--- src/rtl/daq3_trig_seq_if.sv ---
// ---------------------------------------------------------------------------
// daq3_trig_seq_if
// Bundles the trigger, configuration and status signals of daq3_trig_seq.
//   master : trigger sources and configuration out, status in (controller / bench)
//   slave  : trigger sources and configuration in, status out (daq3_trig_seq)
// Signals:
//   trig_in    asynchronous external trigger
//   soft_trig  one-cycle software trigger
//   arm        level, enables trigger acceptance
//   mode       0 = single-shot, 1 = continuous
//   clr        one-cycle clear of trig_count / overrun
//   period     sequence length in cycles
//   delay      per-channel start offset, channel i at [i*CNT_WIDTH +: CNT_WIDTH]
//   width      per-channel pulse length, same packing
//   polarity   per-channel, 1 = active-low output
//   pulse_out  registered channel outputs
//   busy       high while a sequence runs
//   trig_count accepted-trigger count (saturating)
//   overrun    sticky, trigger seen while a sequence runs
// ---------------------------------------------------------------------------
interface daq3_trig_seq_if #(
    parameter int NUM_CH    = 3,
    parameter int CNT_WIDTH = 16
);
    logic                          trig_in;
    logic                          soft_trig;
    logic                          arm;
    logic                          mode;
    logic                          clr;
    logic [CNT_WIDTH-1:0]          period;
    logic [NUM_CH*CNT_WIDTH-1:0]   delay;
    logic [NUM_CH*CNT_WIDTH-1:0]   width;
    logic [NUM_CH-1:0]             polarity;
    logic [NUM_CH-1:0]             pulse_out;
    logic                          busy;
    logic [31:0]                   trig_count;
    logic                          overrun;

    modport master (
        output trig_in, soft_trig, arm, mode, clr, period, delay, width, polarity,
        input  pulse_out, busy, trig_count, overrun
    );

    modport slave (
        input  trig_in, soft_trig, arm, mode, clr, period, delay, width, polarity,
        output pulse_out, busy, trig_count, overrun
    );
endinterface

--- src/rtl/daq3_trig_seq.sv ---
// ---------------------------------------------------------------------------
// daq3_trig_seq
// Trigger sequencer: after a trigger event from ARMED it runs a sequence of
// max(period,1) cycles, during which each channel emits one pulse defined by
// its delay/width. Single-shot or continuous (auto-restarting) operation.
// Ports:
//   clk    : block clock, rising edge
//   resetn : synchronous active-low reset
//   bus    : daq3_trig_seq_if.slave (triggers, configuration, status)
// ---------------------------------------------------------------------------
module daq3_trig_seq #(
    parameter int NUM_CH      = 3,
    parameter int CNT_WIDTH   = 16,
    parameter int SYNC_STAGES = 2
) (
    input  logic            clk,
    input  logic            resetn,
    daq3_trig_seq_if.slave  bus
);

    typedef enum logic [1:0] {
        S_IDLE  = 2'd0,
        S_ARMED = 2'd1,
        S_RUN   = 2'd2
    } state_t;

    state_t                        state_q, state_d;
    logic [CNT_WIDTH-1:0]          t_q, t_d;

    // trig_in synchroniser, edge-detect register and post-reset settle mask
    logic [SYNC_STAGES-1:0]        sync_q;
    logic                          prev_q;
    logic [SYNC_STAGES:0]          settle_q;

    // configuration captured on entry to RUN
    logic [CNT_WIDTH-1:0]          period_q;
    logic [NUM_CH*CNT_WIDTH-1:0]   delay_q;
    logic [NUM_CH*CNT_WIDTH-1:0]   width_q;
    logic [NUM_CH-1:0]             pol_q;
    logic                          mode_q;

    logic [31:0]                   trig_count_q;
    logic                          overrun_q;
    logic [NUM_CH-1:0]             pulse_q, pulse_d;

    logic                          trig_event;
    logic                          ext_edge;
    logic                          load;
    logic                          accept;
    logic                          ovr_set;
    logic [CNT_WIDTH-1:0]          last_t;
    logic                          at_last;
    logic [NUM_CH-1:0]             active;

    // The settle mask suppresses the false edge produced when trig_in is
    // already high as the zeroed synchroniser fills after reset.
    assign ext_edge   = sync_q[SYNC_STAGES-1] & ~prev_q & settle_q[SYNC_STAGES];
    assign trig_event = ext_edge | bus.soft_trig;

    // period = 0 behaves as period = 1
    assign last_t  = (period_q == '0) ? '0 : (period_q - CNT_WIDTH'(1));
    assign at_last = (t_q == last_t);

    // Per-channel window; the end bound is one bit wider so delay+width
    // never wraps back into the sequence.
    genvar gi;
    generate
        for (gi = 0; gi < NUM_CH; gi++) begin : g_ch
            logic [CNT_WIDTH-1:0] ch_delay;
            logic [CNT_WIDTH-1:0] ch_width;
            logic [CNT_WIDTH:0]   ch_end;
            assign ch_delay   = delay_q[gi*CNT_WIDTH +: CNT_WIDTH];
            assign ch_width   = width_q[gi*CNT_WIDTH +: CNT_WIDTH];
            assign ch_end     = {1'b0, ch_delay} + {1'b0, ch_width};
            assign active[gi] = ({1'b0, t_q} >= {1'b0, ch_delay}) &&
                                ({1'b0, t_q} <  ch_end);
        end
    endgenerate

    always_comb begin
        state_d = state_q;
        t_d     = t_q;
        load    = 1'b0;
        accept  = 1'b0;
        ovr_set = 1'b0;
        case (state_q)
            S_IDLE: begin
                if (bus.arm) begin
                    state_d = S_ARMED;
                end
            end
            S_ARMED: begin
                if (!bus.arm) begin
                    state_d = S_IDLE;
                end else if (trig_event) begin
                    state_d = S_RUN;
                    t_d     = '0;
                    load    = 1'b1;
                    accept  = 1'b1;
                end
            end
            S_RUN: begin
                ovr_set = trig_event;
                if (!bus.arm) begin
                    state_d = S_IDLE;
                    t_d     = '0;
                end else if (at_last) begin
                    t_d = '0;
                    if (!mode_q) begin
                        state_d = S_ARMED;
                    end
                end else begin
                    t_d = t_q + CNT_WIDTH'(1);
                end
            end
            default: begin
                state_d = S_IDLE;
                t_d     = '0;
            end
        endcase

        // Gating on arm makes the outputs go inactive together with the
        // drop to IDLE rather than one cycle later.
        if (state_q == S_RUN && bus.arm) begin
            pulse_d = active ^ pol_q;
        end else begin
            pulse_d = bus.polarity;
        end
    end

    always_ff @(posedge clk) begin
        if (!resetn) begin
            state_q      <= S_IDLE;
            t_q          <= '0;
            sync_q       <= '0;
            prev_q       <= 1'b0;
            settle_q     <= '0;
            period_q     <= '0;
            delay_q      <= '0;
            width_q      <= '0;
            pol_q        <= '0;
            mode_q       <= 1'b0;
            trig_count_q <= '0;
            overrun_q    <= 1'b0;
            pulse_q      <= bus.polarity;
        end else begin
            state_q  <= state_d;
            t_q      <= t_d;
            sync_q   <= {sync_q[SYNC_STAGES-2:0], bus.trig_in};
            prev_q   <= sync_q[SYNC_STAGES-1];
            settle_q <= {settle_q[SYNC_STAGES-1:0], 1'b1};
            pulse_q  <= pulse_d;

            if (load) begin
                period_q <= bus.period;
                delay_q  <= bus.delay;
                width_q  <= bus.width;
                pol_q    <= bus.polarity;
                mode_q   <= bus.mode;
            end

            // clr has priority over a coincident increment / overrun set
            if (bus.clr) begin
                trig_count_q <= '0;
            end else if (accept && (trig_count_q != 32'hFFFF_FFFF)) begin
                trig_count_q <= trig_count_q + 32'd1;
            end

            if (bus.clr) begin
                overrun_q <= 1'b0;
            end else if (ovr_set) begin
                overrun_q <= 1'b1;
            end
        end
    end

    assign bus.pulse_out  = pulse_q;
    assign bus.busy       = (state_q == S_RUN);
    assign bus.trig_count = trig_count_q;
    assign bus.overrun    = overrun_q;

endmodule
--- src/flat_wrapper.sv ---
// flat-port wrapper written by rule: the top's interface ports become plain ports
module daq3_trig_seq_flat 
#(
    parameter int NUM_CH      = 3,
    parameter int CNT_WIDTH   = 16,
    parameter int SYNC_STAGES = 2
)
  (clk, resetn, bus_trig_in, bus_soft_trig, bus_arm, bus_mode, bus_clr, bus_period, bus_delay, bus_width, bus_polarity, bus_pulse_out, bus_busy, bus_trig_count, bus_overrun);
  daq3_trig_seq_if #(.NUM_CH(NUM_CH), .CNT_WIDTH(CNT_WIDTH)) bus_i ();
  input  logic clk;
  input  logic resetn;
  input wire logic [$bits(bus_i.trig_in)-1:0] bus_trig_in;
  input wire logic [$bits(bus_i.soft_trig)-1:0] bus_soft_trig;
  input wire logic [$bits(bus_i.arm)-1:0] bus_arm;
  input wire logic [$bits(bus_i.mode)-1:0] bus_mode;
  input wire logic [$bits(bus_i.clr)-1:0] bus_clr;
  input wire logic [$bits(bus_i.period)-1:0] bus_period;
  input wire logic [$bits(bus_i.delay)-1:0] bus_delay;
  input wire logic [$bits(bus_i.width)-1:0] bus_width;
  input wire logic [$bits(bus_i.polarity)-1:0] bus_polarity;
  output wire logic [$bits(bus_i.pulse_out)-1:0] bus_pulse_out;
  output wire logic [$bits(bus_i.busy)-1:0] bus_busy;
  output wire logic [$bits(bus_i.trig_count)-1:0] bus_trig_count;
  output wire logic [$bits(bus_i.overrun)-1:0] bus_overrun;
  assign bus_i.trig_in = bus_trig_in;
  assign bus_i.soft_trig = bus_soft_trig;
  assign bus_i.arm = bus_arm;
  assign bus_i.mode = bus_mode;
  assign bus_i.clr = bus_clr;
  assign bus_i.period = bus_period;
  assign bus_i.delay = bus_delay;
  assign bus_i.width = bus_width;
  assign bus_i.polarity = bus_polarity;
  assign bus_pulse_out = bus_i.pulse_out;
  assign bus_busy = bus_i.busy;
  assign bus_trig_count = bus_i.trig_count;
  assign bus_overrun = bus_i.overrun;
  daq3_trig_seq #(.NUM_CH(NUM_CH), .CNT_WIDTH(CNT_WIDTH), .SYNC_STAGES(SYNC_STAGES)) u_core (.clk(clk), .resetn(resetn), .bus(bus_i));
endmodule
--- config.mk ---
export PLATFORM = sky130hd
export DESIGN_NAME = daq3_trig_seq_flat
export DESIGN_NICKNAME = d
export VERILOG_FILES = /design/src/rtl/daq3_trig_seq_if.sv /design/src/rtl/daq3_trig_seq.sv /design/src/flat_wrapper.sv
export SDC_FILE = /design/constraint.sdc
export NUM_CORES = 1
export LEC_CHECK = 0
export BUFFER_PORTS_ARGS = -buffer_cell sky130_fd_sc_hd__clkbuf_2
export CAP_MARGIN = 20
export CORE_MARGIN = 5
export CORE_UTILIZATION = 42
export CTS_BUF_LIST = sky130_fd_sc_hd__clkbuf_8
export DETAILED_ROUTE_END_ITERATION = 10
export MAX_ROUTING_LAYER = met4
export PLACE_DENSITY = 0.71
export REMOVE_ABC_BUFFERS = 1
export SETUP_SLACK_MARGIN = 0.05
export SLEW_MARGIN = 20
export SYNTH_ARGS = -nofsm -noshare
export SYNTH_HDL_FRONTEND = slang
export SYNTH_SLANG_ARGS = --single-unit
--- constraint.sdc ---
create_clock -name clk -period 4.63 [get_ports clk]
set_clock_uncertainty 0.1 [all_clocks]
set_input_delay 0.463 -clock clk [delete_from_list [all_inputs] [get_ports clk]]
set_output_delay 0.463 -clock clk [all_outputs]
set_load 0.01 [all_outputs]
==> results.toml <==
[die]
fp.coreArea_um2 = 27800
dieArea_um2 = 31600
die_w_um = 178
rows = 61
io_pins = 159
start_util_pct = 42.5
dieHeight_um = 178

[synth]
yosysWarnings = 0
yosysTopAreaCellShare_pct = 29.8
ys_ff_latch = 176
async_flop_share_pct = 0
synth_top_family_by_area = "simple AND/OR/NAND/NOR gates"
synth.mux.area_fraction_pct = 0.519
yosys.area.top_type = "dfxtp_1"
avgSynthCellArea_um2 = 8.07
yosys.area_share.simple_pct = 22.4
synth_xor_area_share_pct = 6.42
synth.area.top_cells = "dfxtp_1 30%, ha_1 15%, nand2_1 9.3%"
synth_top_flop_cell = "dfxtp_1"
seq_area_frac_synth_pct = 29.8
syn-cell-area_um2 = 11800
ys_types = 77
syn_inst = 1463
synthAdderAreaFrac_pct = 15.8
synth_edf_count = 0
synth_compound_area_share_pct = 20.8

[grt]
grt_overflow_total = 0
grt_use_total_pct = 19.4
antenna_found_initial = 1
grt_max_degree = 130
grt_first_pass_wirelength_mm = 48.9
first_global_vias = 10300

[sta]
rsz0062_at_grt = "false"
timing.hold.ws_ns = 0.0894
finalHoldViolations = 0
post-route-min-period_ns = 4.18
finalCritPeriodShare_pct = 90.3
finalSetupViolations = 0
fmax_mhz = 239
slew_viol_final = 0
relSlewSlack_pct = 43.3
worst_pin_slew_ns = 0.843
final.setup.tns_ns = 0

[routing]
wl_per_cell_um = 15.0
drt_iter0_drc = 494
first_pass_iters = 5
drc = 0
vias = 10500
via_per_inst = 5.26
wl_mm = 29.8
ant_nets = 0

[clocking]
cts_num_sinks = 176
cts_root_buf = "clkbuf_8"
cts_tree = "done"
ctsHoldBuffers = 0
htreeDepth = 4
clock_latency_ns = 0.47
clk_pin_slew_ns = 0.10
cts_max_path_buffers = 2
numCtsBuffers = 17

[pwr]
p_per_area_nw_per_um2 = 234
p_leak_nw = 5.59
power.total_mw = 3.12
ir_drop_mv = 0.141

[finish]
layout-drive-gt1-share_pct = 14.4
syn2layout_area_growth_pct = 13.0
fillers = 2786
final_core_util_pct = 48.0
multi_input_area_um2 = 7800
final_nets = 1863
final-seq-area_um2 = 3520
fin_area_um2 = 13300

[worst_setup_path]
crit_cells = 18
critPathKind = "reg -> reg"
required_ns = 4.91
crit_buf_inv = 0
crit_chain = "ha_1, fa_1, a211oi_2, o21bai_1, a21o_1, a21oi_1, o21ai_0, o21ai_0, nand2b_1, xnor2_1, ha_1, a2111oi_1, o21ai_0, nor4_1, a21oi_1, a21oi_1, nor2_1, o41ai_1"
critPathMaxStageDelay_ns = 0.44
path_max_fanout = 3
crit_arrival_ns = 4.46
critPathLaunchType = "flip-flop"
reg2regPathDepth = 18
cp-end-kind = "flip-flop"
reg2reg_slack_ns = 0.45
slowest_stage = "fa_1"
path_delay_family = "compound AO/OA/AOI/OAI gates"

[job]
cap_violations = 0

[place]
io_buffers = 158
hpwlAfterDp_mm = 22.0
placed_area_um2 = 12900
gp_congestion = 0.884

[hold_path]
hp-class = "in -> reg"
holdPathStages = 2

[outcome]
outcome = "finished clean"
## registers in the layout, indices dropped and copies added (netlist names)
signal and cells:
u_core.delay_q 48, u_core.width_q 48, u_core.bus.trig_count 32, u_core.period_q 16, u_core.t_q 16, u_core.bus.pulse_out 3, u_core.pol_q 3, u_core.settle_q 3
u_core.state_q 2, u_core.sync_q 2, u_core.bus.overrun 1, u_core.mode_q 1, u_core.prev_q 1
## area by class of cell
type / count / area share, %
clock buffer: 19 / 1.96
antenna: 1 / 0.0188
tap: 378 / 3.55
clock inverter: 13 / 0.948
sequential: 176 / 26.4
multi-input combinational: 1158 / 58.5
inverter: 74 / 2.08
timing repair buffer: 167 / 6.55
## metrics by stage
| stage | std cells | worst slack [ns] |
|---|---|---|
| 2_1_floorplan | 1408 | -0.860 |
| 3_3_place_gp | 1952 | 0.523 |
| 3_5_place_dp | 1952 | 0.320 |
| 4_1_cts | 1984 | 0.295 |
| 5_1_grt | 1986 | 0.0630 |
| 6_report | 1986 | 0.448 |
## synth_stat cells (all sizes together) (9+ instances only)
cell     count
and4        13
nand4       24
inv         74
and2         9
or3         19
nand2b      15
nor3        24
o21ai       49
ha         144
clkbuf      45
a2111oi     10
xnor2       35
a21boi     119
xor2        49
nor2b       10
and3        10
nor4        10
nand3       35
a21o        26
nor2        80
buf         10
a21oi       76
nand2      291
dfxtp      176
a31oi        9
## worst reg2reg max path, cell delays in order (launching register included)
cell       delay (ns)
dfxtp_1          0.34
ha_1             0.22
fa_1             0.44
a211oi_2         0.25
o21bai_1         0.13
a21o_1           0.19
a21oi_1          0.26
o21ai_0          0.17
o21ai_0          0.17
nand2b_1         0.09
xnor2_1          0.13
ha_1             0.20
a2111oi_1        0.36
o21ai_0          0.18
nor4_1           0.20
a21oi_1          0.15
a21oi_1          0.16
nor2_1           0.05
o41ai_1          0.31
## final timing paths
kind,startpoint,endpoint
hold reg to reg,u_core.settle_q[1],u_core.settle_q[2]
setup reg to reg,u_core.delay_q[16],u_core.bus.pulse_out[1]
hold / removal,bus_trig_in,u_core.sync_q[0]
setup / recovery,u_core.delay_q[16],u_core.bus.pulse_out[1]
## routing by layer
metal	GRT usage, %	routed length [µm]	vias to the layer above
met1	24.2	13700	4764
met5	-	0	-
li1	-	-	5412
met2	31.6	13700	228
met3	4.62	1850	47
met4	5.45	523	0
## cells in the final DEF, fill, tap and decap left out, types with 9 or more instances in the layout
cell type	n
nor2_2	10
a21oi_1	75
a31oi_1	9
buf_4	9
nor2b_1	10
and3_1	10
nor4_1	10
a21boi_0	119
nand2b_1	15
nand4_1	24
clkbuf_2	157
nand3_1	35
nor3_1	24
inv_1	75
xnor2_1	35
dfxtp_1	176
o21ai_0	49
ha_1	144
or3_1	16
xor2_1	49
nand2_1	291
clkbuf_8	19
a21o_1	26
and2_1	9
nor2_1	70
and4_1	13
## logic make-up after synthesis
group | Yosys count
compound gates | 356
xor+xnor | 85
mux | 6
fa+ha+maj | 147
buf+inv | 129
simple gates | 564
flops | 176
## where the power goes
| group | internal [mW] | leakage [nW] | switching, mW |
|---|---|---|---|
| Combinational | 0.213 | 3.97 | 0.254 |
| Clock | 0.464 | 0.197 | 0.613 |
| Sequential | 1.55 | 1.42 | 0.0288 |
| Total | 2.22 | 5.59 | 0.895 |
## repair_timing
action	4_1_cts	5_1_grt
setup endpoints to repair	0	2
buffers inserted	0	0
resized for setup	0	3
Power figures use the tool's default switching activity.
